**src/rtl/seg_scan_ctrl.sv**
```systemverilog
`default_nettype none
// ============================================================================
// Module   : seg_scan_ctrl
// Brief    : Multiplexed 7-segment scan controller with frame-aligned value
//            update and optional leading-zero blanking.
// Revision : 1.0 - initial release
// ============================================================================
module seg_scan_ctrl #(
    parameter int DIGITS = 4,
    parameter int DIV    = 50000
) (
    input  logic                  clk,
    input  logic                  rst,
    input  logic                  load,
    input  logic [4*DIGITS-1:0]   value_in,
    input  logic                  blank_lz,
    output logic [3:0]            bcd_out,
    output logic [DIGITS-1:0]     an,
    output logic                  frame_done,
    output logic                  upd_pending
);

    localparam int CW = (DIV > 1) ? $clog2(DIV) : 1;
    localparam int PW = $clog2(DIGITS);
    localparam int VW = 4 * DIGITS;

    localparam logic [CW-1:0]     c_CNT_LAST = CW'(DIV - 1);
    localparam logic [PW-1:0]     c_PTR_LAST = PW'(DIGITS - 1);
    localparam logic [DIGITS-1:0] c_AN_RST   = {{(DIGITS-1){1'b1}}, 1'b0};
    localparam logic [DIGITS-1:0] c_ONE_HOT0 = {{(DIGITS-1){1'b0}}, 1'b1};

    logic [CW-1:0]     r_cnt;
    logic [PW-1:0]     r_ptr;
    logic [VW-1:0]     r_disp;
    logic [VW-1:0]     r_pend;
    logic              r_pend_valid;
    logic [3:0]        r_bcd;
    logic [DIGITS-1:0] r_an;
    logic              r_frame_done;

    logic              w_tick;
    logic              w_wrap;
    logic [PW-1:0]     w_ptr_next;
    logic [VW-1:0]     w_disp_next;
    logic [DIGITS-1:0] w_zero_above;
    logic              w_blank;
    logic [DIGITS-1:0] w_an_next;

    assign w_tick     = (r_cnt == c_CNT_LAST);
    assign w_wrap     = w_tick && (r_ptr == c_PTR_LAST);
    assign w_ptr_next = (r_ptr == c_PTR_LAST) ? '0 : r_ptr + 1'b1;

    // A load coinciding with the wrap tick bypasses the buffer entirely.
    always_comb begin
        w_disp_next = r_disp;
        if (w_wrap) begin
            if (load) begin
                w_disp_next = value_in;
            end else if (r_pend_valid) begin
                w_disp_next = r_pend;
            end
        end
    end

    // w_zero_above[k] is set when nibbles DIGITS-1 down to k are all zero.
    always_comb begin
        w_zero_above = '0;
        w_zero_above[DIGITS-1] = (w_disp_next[4*(DIGITS-1) +: 4] == 4'h0);
        for (int k = DIGITS - 2; k >= 0; k--) begin
            w_zero_above[k] = w_zero_above[k+1] && (w_disp_next[4*k +: 4] == 4'h0);
        end
    end

    assign w_blank   = blank_lz && (w_ptr_next != '0) && w_zero_above[w_ptr_next];
    assign w_an_next = w_blank ? '1 : ~(c_ONE_HOT0 << w_ptr_next);

    always_ff @(posedge clk) begin
        if (rst) begin
            r_cnt        <= '0;
            r_ptr        <= '0;
            r_disp       <= '0;
            r_pend       <= '0;
            r_pend_valid <= 1'b0;
            r_bcd        <= 4'h0;
            r_an         <= c_AN_RST;
            r_frame_done <= 1'b0;
        end else begin
            r_cnt        <= w_tick ? '0 : r_cnt + 1'b1;
            r_disp       <= w_disp_next;
            r_frame_done <= w_wrap;
            if (w_wrap) begin
                r_pend_valid <= 1'b0;
            end else if (load) begin
                r_pend       <= value_in;
                r_pend_valid <= 1'b1;
            end
            if (w_tick) begin
                r_ptr <= w_ptr_next;
                r_bcd <= w_disp_next[4*w_ptr_next +: 4];
                r_an  <= w_an_next;
            end
        end
    end

    assign bcd_out     = r_bcd;
    assign an          = r_an;
    assign frame_done  = r_frame_done;
    assign upd_pending = r_pend_valid;

endmodule
`default_nettype wire

```
**config.mk**
```make
export PLATFORM = sky130hd
export DESIGN_NAME = seg_scan_ctrl
export DESIGN_NICKNAME = d
export VERILOG_FILES = /design/src/rtl/seg_scan_ctrl.sv
export SDC_FILE = /design/constraint.sdc
export NUM_CORES = 1
export LEC_CHECK = 0
export BUFFER_PORTS_ARGS = -buffer_cell sky130_fd_sc_hd__buf_4
export CORE_UTILIZATION = 63
export CTS_BUF_LIST = sky130_fd_sc_hd__clkbuf_8 sky130_fd_sc_hd__clkbuf_16
export DETAILED_ROUTE_END_ITERATION = 10
export PLACE_DENSITY = 0.84
export SLEW_MARGIN = 20
export SYNTH_ARGS = -nofsm -noshare
export SYNTH_HDL_FRONTEND = slang
export SYNTH_SLANG_ARGS = --single-unit
```
**constraint.sdc**
```tcl
create_clock -name clk -period 3.4 [get_ports clk]
set_input_delay 0.17 -clock clk [delete_from_list [all_inputs] [get_ports clk]]
set_output_delay 0.17 -clock clk [all_outputs]
set_load 0.02 [all_outputs]
```
==> results of run 1 <==
==> layout by cell type (no fill, tap or decap), types with 3 or more instances in the layout <==
| cell | n |
|---|---|
| sky130_fd_sc_hd__dfxtp_1 | 60 |
| sky130_fd_sc_hd__nor2_1 | 51 |
| sky130_fd_sc_hd__nand2_1 | 45 |
| sky130_fd_sc_hd__a21oi_1 | 34 |
| sky130_fd_sc_hd__buf_4 | 29 |
| sky130_fd_sc_hd__nand3_1 | 26 |
| sky130_fd_sc_hd__o21ai_0 | 19 |
| sky130_fd_sc_hd__clkbuf_8 | 12 |
| sky130_fd_sc_hd__nor3_1 | 11 |
| sky130_fd_sc_hd__inv_1 | 9 |
| sky130_fd_sc_hd__xor2_1 | 8 |
| sky130_fd_sc_hd__ha_1 | 6 |
| sky130_fd_sc_hd__mux2i_1 | 5 |
| sky130_fd_sc_hd__o22ai_1 | 5 |
| sky130_fd_sc_hd__xnor2_1 | 5 |
| sky130_fd_sc_hd__and3_1 | 4 |
| sky130_fd_sc_hd__o22a_1 | 4 |
| sky130_fd_sc_hd__o21bai_1 | 4 |
| sky130_fd_sc_hd__and4_1 | 3 |
| sky130_fd_sc_hd__nand4_1 | 3 |
| sky130_fd_sc_hd__or2_2 | 3 |
| sky130_fd_sc_hd__a31oi_1 | 3 |
| sky130_fd_sc_hd__nor2_2 | 3 |
| sky130_fd_sc_hd__o32ai_1 | 3 |
==> metal layers <==
layer / GRT usage (%) / up-vias / wire length (um) / part of all wire [%]
li1: - / 1356 / - / -
met1: 39.0 / 1321 / 3070 / 44
met2: 44.0 / 131 / 3190 / 46
met3: 5.91 / 18 / 509 / 7.3
met4: 16.2 / 0 / 187 / 2.7
met5: 0 / - / 0 / 0
==> per-stage QoR <==
stage | cell area [sq um] | cells | power [W] | setup WS [ns]
after floorplan | 3030 | 374 | 0.000804 | 1.32
after global placement | 3180 | 432 | 0.000837 | 0.824
after detailed placement | 3180 | 432 | 0.000838 | 0.715
after CTS | 3360 | 446 | 0.00141 | 0.709
after global routing | 3360 | 446 | 0.00146 | 0.476
final | 3360 | 446 | 0.00141 | 0.686
==> state kept, by name, summed over array words and instances, names as in the netlist <==
name	cells
an	4
r_cnt	16
r_ptr	2
r_disp	16
bcd_out	4
upd_pending	1
r_pend	16
frame_done	1
==> how the worst max path moves through the flow <==
stage / from / to / slack, ns / depth (start not counted)
floorplan: r_ptr[0] / an[1] / 1.32 / 9
global placement: r_ptr[0] / an[3] / 0.82 / 8
detailed placement: r_ptr[0] / an[3] / 0.72 / 8
CTS: r_ptr[0] / an[3] / 0.71 / 8
global route: r_ptr[0] / an[2] / 0.48 / 8
finish: r_ptr[0] / an[3] / 0.69 / 8
==> critical path, stage by stage, from the launching register on <==
cell                       delay, ns
sky130_fd_sc_hd__dfxtp_1        0.45
sky130_fd_sc_hd__ha_1           0.32
sky130_fd_sc_hd__and4_1         0.32
sky130_fd_sc_hd__nand4_4        0.29
sky130_fd_sc_hd__nor2_2         0.52
sky130_fd_sc_hd__o21ai_1        0.15
sky130_fd_sc_hd__a211oi_2       0.29
sky130_fd_sc_hd__o22ai_1        0.14
sky130_fd_sc_hd__o21bai_1       0.14
==> power breakdown <==
part | switching (W) | internal, W | leakage (nW)
registers | 0.0000122 | 0.000717 | 0.487
clock network | 0.000267 | 0.000313 | 0.0941
logic | 0.0000560 | 0.0000396 | 0.708
total | 0.000335 | 0.00107 | 1.29
==> final cells by class <==
type                    count  area, sq um
clock buffers              12          165
clock inverters             2         10.0
fillers                   337         1140
inverters                   9         33.8
multi-input cells         282         1670
flip-flops and latches     60         1200
well taps                  52         65.1
repair buffers             29          218
==> kinds of logic (layout without fill, tap and decap cells) <==
kind of cell | after synthesis | in the layout | synth area share [%]
simple gates | 166 | 166 | 27.2
compound gates | 92 | 92 | 19.9
mux | 5 | 5 | 1.65
xor+xnor | 13 | 13 | 3.75
flops | 60 | 60 | 39.6
fa+ha+maj | 6 | 6 | 2.48
buf+inv | 32 | 52 | 5.45
==> results.py, run 1 <==
metrics = {
    "synth": {
        "syn-instance-count": 374,
        "netlist_area_sq_um": 3030,
        "netlist.area_leader.share_pct": 39.6,
        "ys_top_cells_by_area": "sky130_fd_sc_hd__dfxtp_1 40%, sky130_fd_sc_hd__nor2_1 6.3%, sky130_fd_sc_hd__a21oi_1 5.6%",
        "most_repeated_cell_in_the_gate_level_netlist_after_synthesis": "sky130_fd_sc_hd__dfxtp_1",
        "synthDistinctLibCells": 60,
        "synth-edff-count": 0,
        "top_reg_cell_synth": "sky130_fd_sc_hd__dfxtp_1",
        "synth.ff_latch_count": 60,
        "netlist_top_cells_count": "60 x sky130_fd_sc_hd__dfxtp_1, 51 x sky130_fd_sc_hd__nor2_1, 45 x sky130_fd_sc_hd__nand2_1",
        "synth.yosys.warnings": 0,
        "ys_async_sr_fraction_pct": 0,
        "seq_area_frac_synth_pct": 39.6,
        "synth_fp_nets": 400,
        "yosysTopAreaCell": "sky130_fd_sc_hd__dfxtp_1",
        "post_synth.cell_area_avg_sq_um": 8.11,
    },
    "route": {
        "drc": 3,
        "detail_route.wirelength_mm": 6.96,
        "drt_first_pass_iters": 9,
        "via_count_of_the_routed_design": 2826,
        "route.detailed.vias_per_inst": 6.34,
        "route.antenna.remaining_nets": 0,
        "routed_wire_length_per_instance_um": 15.6,
        "first_iter_violations": 395,
    },
    "finish": {
        "layout-drive-gt1-share_pct": 16.5,
        "postLayoutCoreUtil_pct": 74.6,
        "antenna_diodes": 0,
        "final_nets": 417,
        "synthToLayoutAreaGrowth_pct": 10.8,
    },
    "sta": {
        "final.period_utilization_pct": 79.8,
        "rsz0062_at_grt": "false",
        "fin_hold_ws_ns": 0.0959,
        "fmax_mhz": 368,
        "timing_hold_violations_final": 0,
        "timing.final.setup_violations": 0,
        "post_route_setup_tns_ns": 0,
        "slew_violations": 0,
        "max-slew-margin-rel_pct": 56.4,
        "worst_pin_slew_ns": 0.654,
        "worst_clock_skew_ns": 0.00918,
        "finalCriticalPeriod_ns": 2.71,
    },
    "grt": {
        "grt_pass1_wl_mm": 11.5,
        "track_usage_pct": 29.1,
        "first_global_vias": 2464,
        "grt_antenna_before_repair": 0,
        "grt_max_degree": 47,
        "grt_overflow": 0,
    },
    "floorplanning": {
        "fp-row-count": 24,
        "die_area_sq_um": 5100,
        "core_area_sq_um": 4500,
        "io_pins": 30,
        "dieWidth_um": 71.4,
        "initial_utilization_pct": 67.3,
        "die_height_um": 71.4,
    },
    "status": {
        "violations": "design-rule violations",
        "run_status": "finished with violations",
    },
    "critical_path": {
        "critPathKind": "flip-flop to flip-flop",
        "critical_path_arrival_ns": 2.99,
        "r2r-start": "r_ptr[0]",
        "worst_r2r_path_depth": 8,
        "crit_required_ns": 3.67,
        "category_of_the_worst_setup_path_launch_point": "flip-flop",
        "worst-r2r-setup-slack_ns": 0.69,
        "end_kind": "flip-flop",
        "path_max_fanout": 17,
        "regToRegEndpoint": "an[3]",
    },
    "clocking": {
        "tritoncts.num_buffers": 9,
        "post-cts-setup-buffers": 0,
        "clkTransAtPathRegs_ns": 0.06,
        "cts_repair_resize_count": 0,
        "ctsRootBufferMaster": "sky130_fd_sc_hd__clkbuf_8",
        "clock_latency_ns": 0.34,
        "tritoncts_clock_tree": "yes",
        "ctsHtreeMaxLevel": 3,
        "ctsLongestPathBuffers": 2,
        "cts_num_sinks": 60,
        "cts_hold_buffers": 0,
    },
    "place": {
        "dpl.hpwl_mm": 4.72,
        "buffer_ports.inserted": 29,
        "place_congestion": 0.890,
    },
    "flow_run": {
        "maxCapViolCount": 0,
    },
    "worst_hold_path": {
        "timing.hold.worst.class": "input pin to flip-flop",
        "min_from": "value_in[8]",
        "min_path_cells": 3,
        "hold_end": "r_pend[8]",
    },
    "power_and_ir_drop": {
        "worst_ir_drop_vdd_mv": 0.272,
        "power-per-cell-area_nw_per_um2": 418,
        "leakagePower_nw": 1.29,
    },
}
(Power assumes the default switching activity.)
==> inputs of run 2 (changes only) <==
--- a/config.mk
+++ b/config.mk
@@ -6,10 +6,10 @@
 export NUM_CORES = 1
 export LEC_CHECK = 0
 export BUFFER_PORTS_ARGS = -buffer_cell sky130_fd_sc_hd__buf_4
-export CORE_UTILIZATION = 63
+export CORE_UTILIZATION = 59
 export CTS_BUF_LIST = sky130_fd_sc_hd__clkbuf_8 sky130_fd_sc_hd__clkbuf_16
 export DETAILED_ROUTE_END_ITERATION = 10
-export PLACE_DENSITY = 0.84
+export PLACE_DENSITY = 0.8
 export SLEW_MARGIN = 20
 export SYNTH_ARGS = -nofsm -noshare
 export SYNTH_HDL_FRONTEND = slang
==> constraint.sdc (replaced) <==
create_clock -name clk -period 2.7 [get_ports clk]
set_input_delay 0.135 -clock clk [delete_from_list [all_inputs] [get_ports clk]]
set_output_delay 0.135 -clock clk [all_outputs]
set_load 0.02 [all_outputs]
==> run 2 against run 1 <==
  * The run now ends clean
  * Clock-buffer cell count decreased by 1
  * First-iteration DRC count decreased by 22%
  * Register-to-register slack got worse by 0.48 ns
  * Via count decreased by 0.35%
  * Die area increased by 6.6%
  * Sequential share of layout area decreased by 1.3 points
  * Largest cell class unchanged
==> results.py, run 2 (synthesis results as in run 1) <==
metrics = {
    "clocking": {
        "ctsHtreeMaxLevel": 3,
        "clkTransAtPathRegs_ns": 0.07,
        "clock_latency_ns": 0.34,
        "cts_num_sinks": 60,
        "cts_hold_buffers": 0,
        "tritoncts_clock_tree": "yes",
        "ctsLongestPathBuffers": 2,
        "tritoncts.num_buffers": 9,
        "ctsRootBufferMaster": "sky130_fd_sc_hd__clkbuf_8",
    },
    "floorplanning": {
        "core_area_sq_um": 4850,
        "die_height_um": 73.7,
        "io_pins": 30,
        "dieWidth_um": 73.7,
        "fp-row-count": 25,
        "die_area_sq_um": 5430,
        "initial_utilization_pct": 62.6,
    },
    "sta": {
        "rsz0062_at_grt": "false",
        "final.period_utilization_pct": 92.5,
        "timing.final.setup_violations": 0,
        "finalCriticalPeriod_ns": 2.50,
        "slew_violations": 0,
        "max-slew-margin-rel_pct": 58.4,
        "timing_hold_violations_final": 0,
        "fmax_mhz": 400,
        "worst_pin_slew_ns": 0.623,
        "worst_clock_skew_ns": 0.00963,
        "post_route_setup_tns_ns": 0,
    },
    "worst_hold_path": {
        "timing.hold.worst.class": "input pin to flip-flop",
    },
    "finish": {
        "final_nets": 424,
        "layout_top_registers": "r_cnt: 16 flops, r_disp: 16 flops, r_pend: 16 flops",
        "final_cell_mix": "60 x sky130_fd_sc_hd__dfxtp_1, 51 x sky130_fd_sc_hd__nor2_1, 45 x sky130_fd_sc_hd__nand2_1",
        "filler_cell_count": 398,
        "layout-drive-gt1-share_pct": 18.4,
        "layout.cells.most_common": "sky130_fd_sc_hd__dfxtp_1",
        "antenna_diodes": 0,
        "synthToLayoutAreaGrowth_pct": 14.9,
        "fin_cells": 469,
    },
    "place": {
        "post-place-cells": 454,
        "place_congestion": 0.935,
        "buffer_ports.inserted": 29,
        "dpl.hpwl_mm": 4.92,
    },
    "grt": {
        "grt_pass1_wl_mm": 11.8,
        "grt_max_degree": 47,
        "grt_overflow": 0,
        "first_global_vias": 2483,
        "track_usage_pct": 28.9,
        "grt_antenna_before_repair": 0,
    },
    "route": {
        "detail_route.wirelength_mm": 7.25,
        "first_iter_violations": 309,
        "routed_wire_length_per_instance_um": 15.5,
        "drc": 0,
        "drt_first_pass_iters": 5,
        "route.antenna.remaining_nets": 0,
        "route.detailed.vias_per_inst": 6.00,
        "via_count_of_the_routed_design": 2816,
    },
    "critical_path": {
        "critical_path_arrival_ns": 2.75,
        "path_max_fanout": 11,
        "crit_required_ns": 2.95,
        "end_kind": "flip-flop",
        "category_of_the_worst_setup_path_launch_point": "flip-flop",
        "critPathKind": "flip-flop to flip-flop",
        "worst-r2r-setup-slack_ns": 0.20,
    },
    "flow_run": {
        "maxCapViolCount": 0,
    },
    "power_and_ir_drop": {
        "worst_ir_drop_vdd_mv": 0.400,
        "power-per-cell-area_nw_per_um2": 560,
        "leakagePower_nw": 1.34,
    },
    "status": {
        "run_status": "complete, no violations",
    },
}
-- run 2: what timing repair did --
item,in CTS,in global routing
gates resized for setup,0,1
hold endpoints to repair,0,0
setup endpoints to repair,0,1
setup buffers,0,0
-- run 2: through the flow --
stage / util (%) / setup WS, ns / power [W] / hold slack, ns / area, sq um
after floorplan: - / 0.620 / 0.00101 / 0.282 / 3030
after global placement: 67.1 / 0.390 / 0.00106 / 0.411 / 3260
after detailed placement: 67.1 / 0.282 / 0.00106 / 0.418 / 3260
after CTS: 71.8 / 0.250 / 0.00195 / 0.0607 / 3480
after global routing: 71.8 / 0.0645 / 0.00201 / 0.0714 / 3480
final: 71.8 / 0.203 / 0.00195 / 0.0595 / 3480
-- run 2: power by group --
part / total (W) / internal, W / switching [W]
registers: 0.000913 / 0.000903 / 0.0000102
logic: 0.000128 / 0.0000513 / 0.0000766
clock network: 0.000909 / 0.000563 / 0.000346
total: 0.00195 / 0.00152 / 0.000433
-- run 2: metal layers --
metal  routed length (um)  up-vias  track usage, %
met2                 3150      138            41.3
met4                  198        0            13.9
met3                  550       24            5.76
met1                 3360     1289            41.2
li1                     -     1365               -
met5                    0        -               0
-- run 2: critical path: stages (launching register included) --
cell	delay, ns
sky130_fd_sc_hd__dfxtp_1	0.46
sky130_fd_sc_hd__ha_1	0.31
sky130_fd_sc_hd__and4_1	0.33
sky130_fd_sc_hd__and4_1	0.34
sky130_fd_sc_hd__buf_4	0.23
sky130_fd_sc_hd__o21ai_2	0.12
sky130_fd_sc_hd__a211oi_1	0.28
sky130_fd_sc_hd__a21oi_1	0.11
sky130_fd_sc_hd__a211oi_2	0.24
-- run 2: area by class of cell --
cell class              count  area (sq um)  area share [%]
well taps                  67          83.8            2.41
clock buffers              11           151            4.35
inverters                   9          33.8           0.970
clock inverters             4          72.6            2.08
multi-input cells         282          1670            48.0
repair buffers             36           270            7.76
flip-flops and latches     60          1200            34.5
-- run 2: worst paths after layout --
path	start	to	cells after the start
setup / recovery	r_ptr[0]	bcd_out[1]	8
hold / removal	value_in[8]	r_pend[8]	3
setup reg to reg	r_ptr[0]	bcd_out[1]	8
hold reg to reg	r_cnt[0]	r_cnt[0]	1
==> inputs of run 3 (changes only) <==
--- a/config.mk
+++ b/config.mk
@@ -9,7 +9,7 @@
 export CORE_UTILIZATION = 59
 export CTS_BUF_LIST = sky130_fd_sc_hd__clkbuf_8 sky130_fd_sc_hd__clkbuf_16
 export DETAILED_ROUTE_END_ITERATION = 10
-export PLACE_DENSITY = 0.8
+export PLACE_DENSITY = 0.77
 export SLEW_MARGIN = 20
 export SYNTH_ARGS = -nofsm -noshare
 export SYNTH_HDL_FRONTEND = slang
==> constraint.sdc (replaced) <==
create_clock -name clk -period 2.7 [get_ports clk]
set_input_delay 0.54 -clock clk [delete_from_list [all_inputs] [get_ports clk]]
set_output_delay 0.54 -clock clk [all_outputs]
set_load 0.02 [all_outputs]
==> run 3 against run 2 <==
  * Cell area up 0.11%
  * Via count down 0.67%
  * Clock power down 9.5%
  * Die area unchanged
  * First-iteration DRC count down 31%
  * Flip-flop and latch count unchanged
  * Sequential power up 0.4%
  * Sequential share of layout area about the same
  * Fmax up 0.85%
  * Clock-buffer cell count unchanged
  * Critical path depth unchanged
==> results.py, run 3 (synthesis results as in run 1) <==
metrics = {
    "clocking": {
        "clkTransAtPathRegs_ns": 0.07,
        "tritoncts.num_buffers": 9,
        "clock_latency_ns": 0.34,
        "cts_hold_buffers": 0,
        "ctsRootBufferMaster": "sky130_fd_sc_hd__clkbuf_8",
        "post-cts-setup-buffers": 0,
        "cts_repair_resize_count": 0,
        "cts_num_sinks": 60,
        "tritoncts_clock_tree": "yes",
        "ctsLongestPathBuffers": 2,
        "ctsHtreeMaxLevel": 3,
    },
    "route": {
        "first_iter_violations": 214,
        "routed_wire_length_per_instance_um": 15.4,
        "route.antenna.remaining_nets": 0,
        "detail_route.wirelength_mm": 7.32,
        "drt_first_pass_iters": 5,
        "route.detailed.vias_per_inst": 5.90,
        "drc": 0,
        "via_count_of_the_routed_design": 2797,
    },
    "sta": {
        "slew_violations": 0,
        "final.period_utilization_pct": 91.7,
        "max-slew-margin-rel_pct": 68.0,
        "final_critical_path_setup_slack_ns": 0.224,
        "finalCriticalPeriod_ns": 2.48,
        "worst_pin_slew_ns": 0.480,
        "post_route_setup_tns_ns": 0,
        "rsz0062_at_grt": "false",
        "worst_clock_skew_ns": 0.00619,
        "timing.final.setup_violations": 0,
        "timing_hold_violations_final": 0,
        "fmax_mhz": 404,
    },
    "finish": {
        "postLayoutCoreUtil_pct": 71.9,
        "multiInputGateArea_sq_um": 1670,
        "layout-drive-gt1-share_pct": 19.2,
        "final_cell_mix": "60 x sky130_fd_sc_hd__dfxtp_1, 51 x sky130_fd_sc_hd__nor2_1, 45 x sky130_fd_sc_hd__nand2_1",
        "layout_top_registers": "r_cnt: 16 flops, r_disp: 16 flops, r_pend: 16 flops",
        "final_nets": 428,
        "sequential_cell_area_sq_um": 1200,
        "layout.cells.most_common": "sky130_fd_sc_hd__dfxtp_1",
        "antenna_diodes": 0,
        "synthToLayoutAreaGrowth_pct": 15.0,
        "filler_cell_count": 419,
    },
    "grt": {
        "grt_max_degree": 47,
        "grt_antenna_before_repair": 0,
        "first_global_vias": 2468,
        "grt_overflow": 0,
        "track_usage_pct": 30.1,
        "grt_pass1_wl_mm": 12.2,
    },
    "critical_path": {
        "critical_path_arrival_ns": 2.68,
        "end_kind": "flip-flop",
        "category_of_the_worst_setup_path_launch_point": "flip-flop",
        "worst-r2r-setup-slack_ns": 0.22,
        "crit_required_ns": 2.91,
        "worst_setup_path_startpoint": "r_ptr[0]",
        "critPathCapture": "bcd_out[0]",
        "r2r-start": "r_ptr[0]",
        "path_max_fanout": 7,
        "critPathKind": "flip-flop to flip-flop",
        "regToRegEndpoint": "bcd_out[0]",
        "worst_r2r_path_depth": 8,
    },
    "floorplanning": {
        "io_pins": 30,
        "core_area_sq_um": 4850,
        "die_height_um": 73.7,
        "dieWidth_um": 73.7,
        "die_area_sq_um": 5430,
        "initial_utilization_pct": 62.6,
        "fp-row-count": 25,
    },
    "power_and_ir_drop": {
        "internal_w": 0.00143,
        "power.share.combinational_pct": 6.8,
        "total_switching_power_w": 0.000441,
        "power-per-cell-area_nw_per_um2": 535,
        "leakagePower_nw": 1.36,
        "worst_ir_drop_vdd_mv": 0.479,
        "power.share.switching_pct": 23.6,
        "seqPwrFrac_pct": 49.1,
        "clock_power_share_pct": 44.1,
    },
    "flow_run": {
        "maxCapViolCount": 0,
    },
    "place": {
        "dpl.hpwl_mm": 5.15,
        "place_congestion": 0.855,
        "detailedPlace.worstSlack_ns": 0.282,
        "buffer_ports.inserted": 29,
    },
    "worst_hold_path": {
        "timing.hold.worst.class": "flip-flop to flip-flop",
        "min_path_cells": 1,
    },
    "status": {
        "run_status": "complete, no violations",
    },
}
-- run 3: power by group through the flow --
stage               Clock, W  Sequential, W  Combinational (W)
global placement           0       0.000936           0.000124
detailed placement         0       0.000936           0.000125
global route        0.000873       0.000918           0.000142
CTS                 0.000834       0.000917           0.000127
finish              0.000823       0.000917           0.000127
floorplan                  0       0.000933          0.0000798
-- run 3: cell type report --
cell class,instances,area share [%]
Clock buffer,11,4.34
Clock inverter,5,1.44
Inverter,9,0.969
Multi-Input combinational cell,282,47.8
Sequential cell,60,34.4
Tap cell,67,2.40
Timing Repair Buffer,40,8.61
-- run 3: worst min-delay path by stage --
stage	startpoint	endpoint	slack, ns
finish	r_cnt[0]	r_cnt[0]	0.44
global route	value_in[8]	r_pend[8]	0.45
CTS	r_cnt[0]	r_cnt[0]	0.45
detailed placement	r_cnt[0]	r_cnt[0]	0.44
global placement	r_cnt[0]	r_cnt[0]	0.43
floorplan	r_cnt[0]	r_cnt[0]	0.41
-- run 3: layer usage --
layer	vias to the layer above	global-route usage, %	wire [um]
li1	1371	-	-
met1	1318	40.6	3430
met2	97	45.5	3300
met3	11	9.19	484
met4	0	10.7	102
met5	-	0	0
-- run 3: through the flow --
step	instance area (sq um)	cells	power, W	hold slack, ns
CTS	3490	474	0.00188	0.446
global placement	3290	458	0.00106	0.428
global route	3490	474	0.00193	0.453
floorplan	3030	374	0.00101	0.413
finish	3490	474	0.00187	0.440
detailed placement	3290	458	0.00106	0.436
-- run 3: worst max-delay path: stages (launching register included) --
cell	delay, ns
sky130_fd_sc_hd__dfxtp_1	0.48
sky130_fd_sc_hd__ha_1	0.32
sky130_fd_sc_hd__and4_1	0.32
sky130_fd_sc_hd__nand4_1	0.14
sky130_fd_sc_hd__or2_2	0.31
sky130_fd_sc_hd__o21ai_0	0.13
sky130_fd_sc_hd__nor2_1	0.08
sky130_fd_sc_hd__o311ai_0	0.43
sky130_fd_sc_hd__a21oi_1	0.13
